**src/rtl/fft_reorder_pkg.sv**
```systemverilog
// Shared constants and helpers for the FFT bit-reversed to natural-order reorder buffer.
package fft_reorder_pkg;

    localparam int FFT_N_LOG2 = 4;
    localparam int FFT_N      = 16;
    localparam int FFT_DW     = 16;
    localparam int FFT_WW     = 2 * FFT_DW;

    function automatic logic [FFT_N_LOG2-1:0] bitrev(input logic [FFT_N_LOG2-1:0] idx);
        logic [FFT_N_LOG2-1:0] rev;
        for (int i = 0; i < FFT_N_LOG2; i++) begin
            rev[i] = idx[FFT_N_LOG2-1-i];
        end
        return rev;
    endfunction

endpackage

```
**src/rtl/fft_reorder_bank_mem.sv**
```systemverilog
// Ping-pong sample store: one write port, one registered read port, address = {bank, index}.
module fft_reorder_bank_mem
    import fft_reorder_pkg::*;
#(
    parameter int AW = FFT_N_LOG2 + 1,
    parameter int WW = FFT_WW
) (
    input  logic          clk,
    input  logic          reset,
    input  logic          wr_en,
    input  logic [AW-1:0] wr_addr,
    input  logic [WW-1:0] wr_data,
    input  logic          rd_en,
    input  logic [AW-1:0] rd_addr,
    output logic [WW-1:0] rd_data
);

    logic [WW-1:0] mem_r [2**AW];

    // Array write; contents deliberately survive reset.
    always_ff @(posedge clk) begin
        if (wr_en) begin
            mem_r[wr_addr] <= wr_data;
        end
    end

    // Read register holds its value between reads so the output data is stable when idle.
    always_ff @(posedge clk or negedge reset) begin
        if (!reset) begin
            rd_data <= {WW{1'b0}};
        end else if (rd_en) begin
            rd_data <= mem_r[rd_addr];
        end
    end

endmodule

```
**src/rtl/fft_reorder.sv**
```systemverilog
// Reorders 16-point bit-reversed FFT frames into natural order through two ping-pong banks.
// Optional out_last_F end-of-frame flag is enabled by defining FFT_REORDER_LAST_EN.
module fft_reorder
    import fft_reorder_pkg::*;
#(
    parameter int DW     = FFT_DW,
    parameter int N_LOG2 = FFT_N_LOG2
) (
    input  logic          clk,
    input  logic          reset,
    input  logic          in_push,
    input  logic [DW-1:0] in_real,
    input  logic [DW-1:0] in_imag,
    output logic          in_stall_F,
    output logic          out_push_F,
    output logic [DW-1:0] out_real_F,
    output logic [DW-1:0] out_imag_F,
    input  logic          out_stall
`ifdef FFT_REORDER_LAST_EN
    ,
    output logic          out_last_F
`endif
);

    localparam logic [N_LOG2-1:0] CNT_MAX = {N_LOG2{1'b1}};

    logic              wr_bank_r;
    logic              rd_bank_r;
    logic [N_LOG2-1:0] wr_cnt_r;
    logic [N_LOG2-1:0] rd_cnt_r;
    logic [1:0]        full_r;

    logic              accept_s;
    logic              wr_done_s;
    logic              rd_en_s;
    logic              rd_done_s;
    logic [1:0]        full_nxt_s;
    logic              wr_bank_nxt_s;
    logic [2*DW-1:0]   rd_data_s;

    assign accept_s  = in_push & ~in_stall_F;
    assign wr_done_s = accept_s & (wr_cnt_r == CNT_MAX);
    assign rd_en_s   = full_r[rd_bank_r] & ~out_stall;
    assign rd_done_s = rd_en_s & (rd_cnt_r == CNT_MAX);

    // Bank occupancy next state; a completing read and write always target different banks.
    always_comb begin
        full_nxt_s    = full_r;
        wr_bank_nxt_s = wr_bank_r;
        if (rd_done_s) begin
            full_nxt_s[rd_bank_r] = 1'b0;
        end else begin
            full_nxt_s[rd_bank_r] = full_r[rd_bank_r];
        end
        if (wr_done_s) begin
            full_nxt_s[wr_bank_r] = 1'b1;
            wr_bank_nxt_s         = ~wr_bank_r;
        end else begin
            wr_bank_nxt_s = wr_bank_r;
        end
    end

    // Control state; stall looks ahead so upstream never needs a skid buffer.
    always_ff @(posedge clk or negedge reset) begin
        if (!reset) begin
            wr_bank_r  <= 1'b0;
            rd_bank_r  <= 1'b0;
            wr_cnt_r   <= {N_LOG2{1'b0}};
            rd_cnt_r   <= {N_LOG2{1'b0}};
            full_r     <= 2'b00;
            in_stall_F <= 1'b0;
            out_push_F <= 1'b0;
        end else begin
            if (accept_s) begin
                wr_cnt_r <= wr_cnt_r + N_LOG2'(1);
            end
            if (rd_en_s) begin
                rd_cnt_r <= rd_cnt_r + N_LOG2'(1);
            end
            if (rd_done_s) begin
                rd_bank_r <= ~rd_bank_r;
            end
            wr_bank_r  <= wr_bank_nxt_s;
            full_r     <= full_nxt_s;
            in_stall_F <= full_nxt_s[wr_bank_nxt_s];
            out_push_F <= rd_en_s;
        end
    end

`ifdef FFT_REORDER_LAST_EN
    // End-of-frame marker aligned with the last natural-order sample.
    always_ff @(posedge clk or negedge reset) begin
        if (!reset) begin
            out_last_F <= 1'b0;
        end else begin
            out_last_F <= rd_done_s;
        end
    end
`endif

    fft_reorder_bank_mem #(
        .AW(N_LOG2 + 1),
        .WW(2 * DW)
    ) u_mem (
        .clk    (clk),
        .reset  (reset),
        .wr_en  (accept_s),
        .wr_addr({wr_bank_r, wr_cnt_r}),
        .wr_data({in_real, in_imag}),
        .rd_en  (rd_en_s),
        .rd_addr({rd_bank_r, bitrev(rd_cnt_r)}),
        .rd_data(rd_data_s)
    );

    assign {out_real_F, out_imag_F} = rd_data_s;

endmodule

```
**config.mk**
```make
export PLATFORM = sky130hd
export DESIGN_NAME = fft_reorder
export DESIGN_NICKNAME = d
export VERILOG_FILES = /design/src/rtl/fft_reorder_pkg.sv /design/src/rtl/fft_reorder_bank_mem.sv /design/src/rtl/fft_reorder.sv
export SDC_FILE = /design/constraint.sdc
export NUM_CORES = 1
export LEC_CHECK = 0
export ABC_AREA = 1
export BUFFER_PORTS_ARGS = -buffer_cell sky130_fd_sc_hd__buf_4
export CAP_MARGIN = 20
export CORE_MARGIN = 4
export CORE_UTILIZATION = 35
export DETAILED_ROUTE_END_ITERATION = 10
export PLACE_DENSITY_LB_ADDON = 0.08
export REMOVE_ABC_BUFFERS = 1
export SLEW_MARGIN = 40
export SYNTH_ARGS = -nofsm -noshare
export SYNTH_HDL_FRONTEND = slang
export SYNTH_SLANG_ARGS = --single-unit
```
**constraint.sdc**
```tcl
create_clock -name clk -period 9 [get_ports clk]
set_clock_uncertainty 0.1 [all_clocks]
set_input_delay 0.9 -clock clk [delete_from_list [all_inputs] [get_ports clk]]
set_output_delay 0.9 -clock clk [all_outputs]
set_load 0.02 [all_outputs]
```
==> impl_metrics.toml <==
[power_and_ir_drop]
p_sw_uw = 5890
p_seq_frac = 0.377
peakVddDrop_mv = 0.236
powerDensity_mw_per_mm2 = 327
clockPowerShare = 0.312
power_frac_comb = 0.310
p_sw_frac = 0.364
internal_power_uw = 10300
leakage_uw = 0.0178

[layout]
fin_nets = 3672
nFillCells = 11672
drive_gt1_frac = 0.0981
final_area_sq_mm = 0.0495
finalNonFillerCells = 5355
syn_to_final_growth_pct = 15.3
diodes = 0
multi_input_area_sq_mm = 0.0100
final-seq-area_sq_mm = 0.0319

[timing]
finalSetupViolCount = 0
max_freq_ghz = 0.260
drv_slew = 0
period_minus_slack_ps = 3850
setup_ws_ps = 5150
finalCritPeriodShare = 0.428
rsz0062_at_grt = "false"
tns_ps = 0
finalHoldWorstSlack_ps = 61.1
slew_headroom = 0.385
hold_violations = 0
tightest_slew_ps = 922

[die]
die-area_sq_mm = 0.128
ios = 70
coreArea_sq_mm = 0.122
die_x_um = 358
num_rows = 128
fp.dieH_um = 358
start_util = 0.352

[clocking]
clock_latency_ps = 700
htree_num_levels = 3
cts.repair.resized = 0
clkSlewWorstSetupHoldPaths_ps = 60
clock_sinks = 1070
cts_buffers = 116
cts_root_buffer = "clkbuf_16"
cts_buffer_depth = 3
cts_hold_buffers = 0
cts_tree = "built"
postCtsSetupBuffers = 0

[logic_synthesis]
yosysTopAreaCellShare = 0.717
yosys_warnings = 0
netlist_area_sq_mm = 0.0429
synth_edf_count = 1024
synth_top_area_cell = "edfxtp_1"
syn_area_per_cell_sq_um = 11.9
yosys-top-cells-count = "nand2_1 (1,356), edfxtp_1 (1,024), nand3_1 (870)"
yosys.cell_types.count = 18
ys_seq_area_frac = 0.744
synthesis.instances = 3601
yosys-top-cells-area = "edfxtp_1 (72%), nand2_1 (12%), nand3_1 (10%), dfrtp_1 (2.7%), buf_2 (1.6%)"
synth_ff_type = "edfxtp_1"
ys_seq_elements = 1070
synth_most_common_cell = "nand2_1"
async_flop_share = 0.0430

[route]
vias = 27313
drc_errors = 0
wl_per_cell_um = 24.4
ant_nets = 0
viasPerCell = 5.10
routed_wirelength_um = 131000
dr.pass1.iters = 5
drtIter0Drc = 2275

[grt]
grt_pass1_vias = 27274
antenna_found_initial = 0
grt_max_degree = 145
grt_use_total = 0.203
grt_pass1_wl_um = 191000
overflow = 0

[flow_run]
maxCapViolCount = 0

[critical_path]
ff2ff_path_depth = 11
r2r-start = "rd_cnt_r[2]"
cp-end-kind = "flip-flop"
r2r_setup_slack_ps = 5150
critPathArrivalTime_ps = 4340
path_max_fanout = 59
crit_type = "flip-flop to flip-flop"
worst_path_max_delay_cell = "dfrtp_4"
worstPathRequired_ps = 9490
max_stage_delay_ps = 1000
crit_family = "buffers and inverters"
reg2reg_to = "u_mem.rd_data[25]"
worstPathCellList = "buf_12 > buf_16 > buf_16 > buf_4 > nand3_1 > nand3_1 > nand2_1 > nand2_1 > nand3_1 > nand3_1 > nand2_1"
start_kind = "flip-flop"
cpMostUsedCell = "nand3_1"
path_buf_inv = 4

[status]
status = "complete, no violations"

[placement]
dp_hpwl_um = 67600
place_area_sq_mm = 0.0453
place_inst = 5136
numPortBuffers = 69
place_congestion = 0.731
pre_cts_ws_ps = 5090

[worst_hold_path]
min-delay-path-class = "primary input to async pin"
how the worst max path moves through the flow:
stage / start / endpoint / slack (ps) / depth (start not counted)
global placement: rd_cnt_r[3] / u_mem.rd_data[24] / 4980 / 11
global route: rd_cnt_r[2] / u_mem.rd_data[17] / 4950 / 11
detailed placement: rd_cnt_r[2] / u_mem.rd_data[17] / 5090 / 11
CTS: rd_cnt_r[2] / u_mem.rd_data[17] / 5080 / 11
finish: rd_cnt_r[2] / u_mem.rd_data[25] / 5150 / 11
floorplan: rd_cnt_r[3] / u_mem.rd_data[0] / -11620 / 9
cell type report:
type | instances | area share
sequential | 1070 | 0.645
tap | 1625 | 0.0411
clock buffer | 161 | 0.0672
multi-input combinational | 2287 | 0.203
clock inverter | 56 | 0.0149
timing repair buffer | 138 | 0.0267
inverter | 18 | 0.00197
cells in the final DEF, fill, tap and decap left out, types with 3 or more instances in the layout:
cell type   synthesis  routed
clkinv_2            0      21
ha_1                5       5
dfrtp_1            46      41
nor2_4              0      32
clkbuf_8            0      19
edfxtp_1         1024    1024
inv_8               0       3
bufinv_16           0      18
buf_16              0       8
nand3_1           870     870
xor2_1              8       8
dfrtp_4             0       4
buf_4              35     116
buf_6               0       5
nor2_1             37       5
buf_12              0       6
clkinvlp_4          0       4
nand4_1             3       3
clkbuf_16           0     120
nand2_1          1356    1356
inv_1              15      12
clkbuf_1           46      23
clkinv_1            0      11
o21ai_0             5       5
routing by layer:
layer	routed length, um	vias up	share of wire	global-route usage
met5	0	-	0	0
met4	3030	0	0.023	0.0505
met3	4800	161	0.037	0.0272
met2	62500	561	0.48	0.337
met1	60500	13895	0.46	0.285
li1	-	12696	-	-
through the flow:
| stage | util | power, uW |
|---|---|---|
| 5_1_grt | 0.406 | 17100 |
| 3_5_place_dp | 0.373 | 11300 |
| 3_3_place_gp | 0.370 | 11200 |
| 2_1_floorplan | - | 9690 |
| 6_report | 0.406 | 16200 |
| 4_1_cts | 0.406 | 16400 |
registers in the layout, indices dropped and copies added, names as in the netlist, 2 cells and up:
name,flops
u_mem.rd_data,32
full_r,2
wr_cnt_r,4
rd_cnt_r,4
u_mem.mem_r,1024
power by group through the flow:
stage | combinational [uW] | sequential, uW | clock [uW]
global route | 5600 | 6140 | 5370
global placement | 5000 | 6250 | 0
detailed placement | 5100 | 6210 | 0
finish | 5020 | 6110 | 5050
floorplan | 3180 | 6510 | 0
CTS | 5120 | 6110 | 5170
worst reg2reg max path: stages, from the launching register on:
cell and delay [ps]:
dfrtp_4 1000, buf_12 370, buf_16 300, buf_16 350, buf_4 800, nand3_1 170
nand3_1 120, nand2_1 70, nand2_1 60, nand3_1 180, nand3_1 160, nand2_1 70
cell families (layout without fill, tap and decap cells):
logic type | count (synthesis) | in the layout | synth area share
XOR/XNOR | 8 | 8 | 0.00163
AND/OR/NAND/NOR | 2267 | 2267 | 0.224
adder cells (fa/ha/maj) | 5 | 5 | 0.00146
AO/OA/AOI/OAI | 7 | 7 | 0.000904
buffers and inverters | 244 | 373 | 0.0284
flip-flops | 1070 | 1070 | 0.744
Power figures use the tool's default switching activity.
